File: config.mk
export PLATFORM = sky130hd
export DESIGN_NAME = crossing_signal_monitor
export DESIGN_NICKNAME = d
export VERILOG_FILES = /design/src/rtl/crossing_signal_monitor.sv
export SDC_FILE = /design/constraint.sdc
export NUM_CORES = 1
export LEC_CHECK = 0
export CAP_MARGIN = 40
export CORE_ASPECT_RATIO = 1.4
export CORE_MARGIN = 2
export CORE_UTILIZATION = 53
export CTS_CLUSTER_DIAMETER = 40
export DETAILED_ROUTE_END_ITERATION = 16
export PLACE_DENSITY = 0.75
export RECOVER_POWER = 25
export SYNTH_ARGS = -nofsm -noshare
export SYNTH_HDL_FRONTEND = slang
export SYNTH_SLANG_ARGS = --single-unit
export TNS_END_PERCENT = 5
File: constraint.sdc
create_clock -name clk -period 2.2 [get_ports clk]
set_input_delay 0.55 -clock clk [delete_from_list [all_inputs] [get_ports clk]]
set_output_delay 0.55 -clock clk [all_outputs]
set_load 0.005 [all_outputs]
File: src/rtl/crossing_signal_monitor.sv
// Pedestrian-crossing companion: debounces the push-button into a held request and
// polices the controller's lamp outputs, latching a fault and flashing red on violation.
module crossing_signal_monitor #(
  parameter int unsigned DEBOUNCE_CYCLES = 4,
  parameter int unsigned MIN_YELLOW      = 3,
  parameter int unsigned MIN_RED         = 5,
  parameter int unsigned FLASH_HALF      = 2
) (
  input  logic       clk,
  input  logic       rst_n,
  input  logic       btn_raw_i,
  input  logic       car_red_i,
  input  logic       car_yellow_i,
  input  logic       car_green_i,
  input  logic       ped_walk_i,
  input  logic       clear_fault_i,
  output logic       ped_btn_o,
  output logic       fault_o,
  output logic [2:0] fault_code_o,
  output logic       flash_red_o
);

  localparam logic [7:0] DebLvl    = 8'(DEBOUNCE_CYCLES);
  localparam logic [7:0] MinYellow = 8'(MIN_YELLOW);
  localparam logic [7:0] MinRed    = 8'(MIN_RED);
  localparam logic [7:0] FlashLast = 8'(FLASH_HALF - 1);

  typedef enum logic [2:0] {
    MonInit,
    MonGreen,
    MonYellow,
    MonRed,
    MonFault
  } mon_state_e;

  mon_state_e state_q, state_d, lamp_state;

  logic       sync1_q, sync2_q;
  logic [7:0] deb_cnt_q, deb_cnt_d;
  logic       press_q, press_d;
  logic       ped_btn_q, ped_btn_d;
  logic [7:0] dwell_q, dwell_d;
  logic [2:0] code_q, code_d;
  logic       flash_q, flash_d;
  logic [7:0] flash_cnt_q, flash_cnt_d;
  logic [2:0] viol;
  logic       is_g, is_y, is_r, illegal, walk_conflict, legal_next;

  // Button front end: synchronizer, saturating debounce counter, single-shot press event.
  always_comb begin
    deb_cnt_d = 8'd0;
    if (sync2_q) begin
      deb_cnt_d = (deb_cnt_q == 8'hFF) ? deb_cnt_q : deb_cnt_q + 8'd1;
    end
    press_d = (deb_cnt_d == DebLvl) && (deb_cnt_q != DebLvl);
  end

  always_comb begin
    is_g          = car_green_i & ~car_yellow_i & ~car_red_i;
    is_y          = ~car_green_i & car_yellow_i & ~car_red_i;
    is_r          = ~car_green_i & ~car_yellow_i & car_red_i;
    illegal       = ~(is_g | is_y | is_r);
    walk_conflict = ped_walk_i & (is_g | is_y);
    lamp_state    = MonInit;
    if (is_g) lamp_state = MonGreen;
    if (is_y) lamp_state = MonYellow;
    if (is_r) lamp_state = MonRed;
    legal_next = ((state_q == MonGreen)  && (lamp_state == MonYellow)) ||
                 ((state_q == MonYellow) && (lamp_state == MonRed))    ||
                 ((state_q == MonRed)    && (lamp_state == MonGreen));
  end

  always_comb begin
    state_d     = state_q;
    dwell_d     = dwell_q;
    code_d      = code_q;
    flash_d     = flash_q;
    flash_cnt_d = flash_cnt_q;
    viol        = 3'd0;
    unique case (state_q)
      MonInit: begin
        if (illegal) begin
          viol = 3'd1;
        end else if (walk_conflict) begin
          viol = 3'd2;
        end else begin
          state_d = lamp_state;
          dwell_d = 8'd1;
        end
      end
      MonGreen, MonYellow, MonRed: begin
        // Checks ordered so the lowest fault code wins.
        if (illegal) begin
          viol = 3'd1;
        end else if (walk_conflict) begin
          viol = 3'd2;
        end else if (lamp_state == state_q) begin
          dwell_d = (dwell_q == 8'hFF) ? dwell_q : dwell_q + 8'd1;
        end else if (!legal_next) begin
          viol = 3'd3;
        end else if ((state_q == MonYellow) && (dwell_q < MinYellow)) begin
          viol = 3'd4;
        end else if ((state_q == MonRed) && (dwell_q < MinRed)) begin
          viol = 3'd5;
        end else begin
          state_d = lamp_state;
          dwell_d = 8'd1;
        end
      end
      MonFault: begin
        if (clear_fault_i) begin
          state_d     = MonInit;
          code_d      = 3'd0;
          flash_d     = 1'b0;
          flash_cnt_d = 8'd0;
          dwell_d     = 8'd0;
        end else if (flash_cnt_q >= FlashLast) begin
          flash_d     = ~flash_q;
          flash_cnt_d = 8'd0;
        end else begin
          flash_cnt_d = flash_cnt_q + 8'd1;
        end
      end
      default: state_d = MonInit;
    endcase
    if (viol != 3'd0) begin
      state_d     = MonFault;
      code_d      = viol;
      flash_d     = 1'b1;
      flash_cnt_d = 8'd0;
      dwell_d     = 8'd0;
    end
  end

  // Walk acknowledge and the fault state both override a same-cycle press event.
  always_comb begin
    ped_btn_d = ped_btn_q;
    if ((state_q == MonFault) || (state_d == MonFault) || ped_walk_i) begin
      ped_btn_d = 1'b0;
    end else if (press_q) begin
      ped_btn_d = 1'b1;
    end
  end

  always_ff @(posedge clk or negedge rst_n) begin
    if (!rst_n) begin
      sync1_q     <= 1'b0;
      sync2_q     <= 1'b0;
      deb_cnt_q   <= 8'd0;
      press_q     <= 1'b0;
      ped_btn_q   <= 1'b0;
      state_q     <= MonInit;
      dwell_q     <= 8'd0;
      code_q      <= 3'd0;
      flash_q     <= 1'b0;
      flash_cnt_q <= 8'd0;
    end else begin
      sync1_q     <= btn_raw_i;
      sync2_q     <= sync1_q;
      deb_cnt_q   <= deb_cnt_d;
      press_q     <= press_d;
      ped_btn_q   <= ped_btn_d;
      state_q     <= state_d;
      dwell_q     <= dwell_d;
      code_q      <= code_d;
      flash_q     <= flash_d;
      flash_cnt_q <= flash_cnt_d;
    end
  end

  assign ped_btn_o    = ped_btn_q;
  assign fault_o      = (state_q == MonFault);
  assign fault_code_o = code_q;
  assign flash_red_o  = flash_q;

endmodule

# Word-level counts from Yosys, hierarchy flattened

Index checks and enable logic that the tools add are counted.

Reductions and logical operators: 21
$add $sub $neg: 3
Bitwise gates (word level): 13
Mux-type cells: 50
Magnitude comparators: 3
Equal/unequal tests: 22

Operators with widths:

| operator                                                          | count |
|---|---|
| two-way mux 8 bit                                                 | 17 |
| two-way mux 3 bit                                                 | 21 |
| adder 8 x 1 -> 8 bit, second input constant                       | 3 |
| case mux 8 bit (3 select lines)                                   | 1 |
| equality test 8 bit, second input constant                        | 2 |
| != test 4 bit, second input constant                              | 4 |
| equality test 3 x 2 -> 1 bit, second input constant               | 4 |
| != test 3 bit, second input constant                              | 4 |
| AND reduction 10 bit                                              | 1 |
| case mux 3 bit (3 select lines)                                   | 1 |
| equality test 8 x 3 -> 1 bit, second input constant               | 1 |
| greater-or-equal comparator 8 x 1 -> 1 bit, second input constant | 1 |
| less-than comparator 8 x 2 -> 1 bit, second input constant        | 1 |
| less-than comparator 8 x 3 -> 1 bit, second input constant        | 1 |
| != test 8 x 3 -> 1 bit, second input constant                     | 1 |
| AND 1 bit                                                         | 7 |
| two-way mux 1 bit                                                 | 7 |
| equality test 3 x 1 -> 1 bit, second input constant               | 2 |
| equality test 3 bit, second input constant                        | 2 |
| logical AND 1 bit                                                 | 6 |
| case mux 3 bit (2 select lines)                                   | 1 |
| nonzero test 2 bit                                                | 3 |
| nonzero test 3 bit                                                | 2 |
| logical OR 1 bit                                                  | 4 |
| other kinds (9)                                                   | 15 |

Register bits after elaboration: 35
Output and inout port bits: 6
Input port bits: 8

# Longest topological paths before layout

Depth in word-level cells: 21
Depth in mapped cells: 10

# Worst setup path after synthesis

OpenSTA, ideal clock, no wires.

Kind: input to register
From: input car_red_i
To: register dwell_q[5]
Setup slack: -320 ps
Stages: 8
Required time: 2101 ps
Setup time: 99 ps
Arrival: 2420 ps
Path through: buf_2 > maj3_1 > a22oi_1 > a2bb2oi_1 > mux2_2 > nor3b_2 > a41oi_1 > a311oi_1

Word-level cells in the longest chain between the ends: 17

Ends and longest elaborated chain:

| what                                                   | RTL line | text |
|---|---|---|
| start: declaration                                     | 12       | `input logic car_red_i,` |
| NOT 1 bit                                              | 59, 60   |  |
| AND 1 bit                                              | 59       | `is_g = car_green_i & ~car_yellow_i & ~car_red_i;` |
| two-way mux 1 bit                                      | 65       | `if (is_g) lamp_state = MonGreen;` |
| two-way mux 3 bit                                      | 66       | `if (is_y) lamp_state = MonYellow;` |
| two-way mux 3 bit                                      | 67       | `if (is_r) lamp_state = MonRed;` |
| equality test 3 x 2 -> 1 bit (on tied branches)        | 68, 69   |  |
| logical AND 1 bit (on tied branches)                   | 68, 69   |  |
| logical OR 1 bit                                       | 68       | `legal_next = ((state_q == MonGreen) && (lamp_state == MonYellow)) \|\|` |
| logical OR 1 bit                                       | 69       | `((state_q == MonYellow) && (lamp_state == MonRed)) \|\|` |
| two-way mux 3 bit                                      | 99       | `end else if (!legal_next) begin` |
| two-way mux 3 bit                                      | 97       | `end else if (lamp_state == state_q) begin` |
| two-way mux 3 bit                                      | 95       | `end else if (walk_conflict) begin` |
| two-way mux 3 bit                                      | 93       | `if (illegal) begin` |
| case mux 3 bit (2 select lines)                        | 80       | `unique case (state_q)` |
| nonzero test 3 bit                                     | 126      | `if (viol != 3'd0) begin` |
| != test 4 bit (no source line) (tied with other cells) | -        |  |
| AND reduction 10 bit (no source line)                  | -        |  |
| end signal: assignment                                 | 164      | `dwell_q <= dwell_d;` |
| end: declaration                                       | 42       | `logic [7:0] dwell_q, dwell_d;` |

Parallel ways exist; a longest one is shown, timed or not. The select of a mux whose other input is x is not followed.
A chain may end at the register's enable or synchronous reset.

# Worst setup path after layout

From: input car_yellow_i
To: register dwell_q[5]

Word-level cells in the longest chain between the ends: 18

Ends and longest elaborated chain:

| what                                                   | RTL line | text |
|---|---|---|
| start: declaration                                     | 13       | `input logic car_yellow_i,` |
| NOT 1 bit                                              | 59, 61   |  |
| AND 1 bit (2 in series)                                | 59       |  |
| two-way mux 1 bit                                      | 65       |  |
| two-way mux 3 bit                                      | 66       |  |
| two-way mux 3 bit                                      | 67       |  |
| equality test 3 x 2 -> 1 bit (on tied branches)        | 68, 69   |  |
| logical AND 1 bit (on tied branches)                   | 68, 69   |  |
| logical OR 1 bit                                       | 68       |  |
| logical OR 1 bit                                       | 69       |  |
| two-way mux 3 bit                                      | 99       |  |
| two-way mux 3 bit                                      | 97       |  |
| two-way mux 3 bit                                      | 95       |  |
| two-way mux 3 bit                                      | 93       |  |
| case mux 3 bit (2 select lines)                        | 80       |  |
| nonzero test 3 bit                                     | 126      |  |
| != test 4 bit (no source line) (tied with other cells) | -        |  |
| AND reduction 10 bit (no source line)                  | -        |  |

Parallel ways exist; a longest one is shown, timed or not. The select of a mux whose other input is x is not followed.

==> flow_summary.ini <==
[status]
status = complete, but fails checks
violations = DRC, setup timing

[worst_setup_path]
start_kind = primary input
critPathKind = in -> reg
required_ns = 2.40
rrSetupSlack_ns = -0.05
crit_path_end_kind = flip-flop
crit_fanout = 6
arrival_ns = 2.45

[sta]
finalMaxSlewViolations = 0
hold_slack_ns = 0.3565
fin_crit_sh = 1.026
setup_viol = 11
final_hold_viol_count = 0
finalWorstSetupSlack_ns = -0.05740
fin_setup_tns_ns = -0.2597
max_freq_ghz = 0.4430
worst_slew_pin_slew_ns = 0.8563
grt_setup_unrepaired = true
slew_headroom = 0.4291
period_minus_slack_ns = 2.257
skew_ns = 0.007186

[detailed_routing]
dr.max_layer_used = met4
ant_nets = 0
drt-pass1-iter-count = 10
wire_per_inst_um = 15.81
wl_met2_um = 3148
m1WireLength_um = 2200
vias = 2234
wl_met3_um = 205
drt-vias-per-instance = 6.087
wirelength_um = 5802
drc = 1
drtIter0Drc = 97

[logic_synthesis]
synth-edff-count = 0
synth_area_leaders = dfrtp_1 39%, a21oi_1 4.5%, nor2_1 4.0%
yosysMostFrequentCell = dfrtp_1
syn_inst = 255
yosys_warnings = 0
syn_area_per_cell_um2 = 8.793
yosys-top-cells-count = 35 x dfrtp_1, 24 x nor2_1, 20 x a21oi_1, 20 x nand2_1
synthFlopType = dfrtp_1
syn_area_um2 = 2242
synth_area_leader_cell = dfrtp_1
ys_types = 53
ys_ff_latch = 35
seq_area_frac_synth = 0.3906
async_flop_share = 1.000
synth_top_area_share = 0.3906
syn-num-nets = 270

[floorplan]
die_w_um = 58.97
core-area_um2 = 4134
fp.dieArea_um2 = 4774
die_h_um = 80.96
initial_core_util = 0.5424
io_pins = 14
row_count = 28

[cts]
cts-htree-levels = 2
clk_latency_ns = 0.30
max-clock-path-buffers = 2
clkSinkCount = 35
clock-root-buffer = clkbuf_8
clk_pin_slew_ns = 0.07
tritoncts = built
numCtsBuffers = 5

[worst_hold_path]
worst_hold_path_type = reg -> reg

[final_layout]
layout-drive-gt1-share = 0.3323
final_area_um2 = 3038
num_antenna_cells = 0
layout.nets = 336
final_util = 0.7349
fillCellCount = 315
stdcell_count = 367
syn_to_final_growth_pct = 35.49

[pwr]
power_mw = 2.304
p_leak_nw = 1.350
vdd_drop_max_v = 0.0007307
p_per_area_nw_per_um2 = 758.3

[placement]
hpwl_um = 4150
io_buffer_count = 13
place_ws_ns = -0.8029
dpl_cell_area_um2 = 2760
dp_cells = 348
gp_congestion = 0.8977

[run]
cap_violations = 0

[global_routing]
grt_pass1_vias = 2317
gr-usage-all-layers = 0.2652
grt_overflow = 0
antenna_found_initial = 0
grt_start_max_net_pins = 36
grt_first_pass_wirelength_um = 9784
==> state kept, by name, summed over array words and instances, names as in the netlist <==
name and count:
flash_cnt_q 8, flash_red_o 1, state_q 3, sync1_q 1, dwell_q 8, ped_btn_o 1
press_q 1, sync2_q 1, fault_code_o 3, deb_cnt_q 8
==> worst max-delay path: stages <==
cell and delay, ns:
buf_6 0.10, buf_6 0.11, maj3_2 0.30, a22oi_2 0.15, a2bb2oi_2 0.16, mux2_4 0.34, nor3b_4 0.34, a41oi_2 0.17
a311oi_1 0.22
==> cell families after synthesis <==
logic type / Yosys count / share of synthesized area
AND/OR/NAND/NOR: 111 / 0.2651
adder cells (fa/ha/maj): 8 / 0.04353
multiplexers: 2 / 0.01004
buffers and inverters: 23 / 0.05357
flip-flops: 35 / 0.3906
XOR/XNOR: 4 / 0.01563
AO/OA/AOI/OAI: 72 / 0.2216
==> power breakdown <==
part	total (mW)	switching (mW)	internal, mW
Clock	0.463	0.242	0.221
Combinational	1.08	0.541	0.540
Sequential	0.760	0.0551	0.705
==> worst paths after layout <==
check                                          start                endpoint  cells after the start
min in group asynchronous                      rst_n  deb_cnt_q[6]$_DFF_PN0_                      2
max in group asynchronous                      rst_n    state_q[1]$_DFF_PN0_                      2
worst max register to register  state_q[1]$_DFF_PN0_  dwell_q[5]$_DFFE_PN0P_                      8
worst max-delay path                    car_yellow_i  dwell_q[5]$_DFFE_PN0P_                      9
worst min-delay path               sync1_q$_DFF_PN0_       sync2_q$_DFF_PN0_                      0
worst min register to register     sync1_q$_DFF_PN0_       sync2_q$_DFF_PN0_                      0
==> area by class of cell <==
type | instances | area [um2] | area share
clock buffers | 6 | 72.57 | 0.02389
clock inverters | 2 | 12.51 | 0.004119
inverters | 11 | 41.29 | 0.01359
multi-input cells | 197 | 1390 | 0.4576
flip-flops and latches | 35 | 877.1 | 0.2887
well taps | 45 | 56.30 | 0.01853
repair buffers | 71 | 588.1 | 0.1936
==> layout by cell type, fill, tap and decap left out, drive strengths merged, types with 2 or more instances in the layout <==
cell and instances:
buf 60, dfrtp 35, nor2 24, nand2 20
a21oi 20, nor3 13, o21ai 12, inv 11
nand3 10, and3 9, nor2b 8, a31oi 7
ha 7, clkdlybuf4s50 7, clkbuf 7, nand2b 6
nand4 4, nor4 4, a311oi 4, xor2 3
a31o 3, a2bb2oi 3, a22oi 3, a21o 2
o211ai 2, o21ba 2, mux2 2, o41ai 2
and4 2, a211o 2, dlygate4sd3 2, and2 2
or3 2, o211a 2
==> per-layer routing <==
| layer | up-vias | track usage |
|---|---|---|
| li1 | 1071 | - |
| met1 | 1085 | 0.2785 |
| met2 | 55 | 0.4789 |
| met3 | 23 | 0.04618 |
| met4 | 0 | 0.1614 |
| met5 | - | 0 |
==> timing repair <==
action / in CTS / in global routing
gates resized for setup: 23 / 17
setup buffers: 8 / 3
pin swaps: 9 / 10
endpoints found under the setup margin: 25 / 23
hold buffers: 0 / 0
Note: power is estimated with default switching activity, not from simulation.
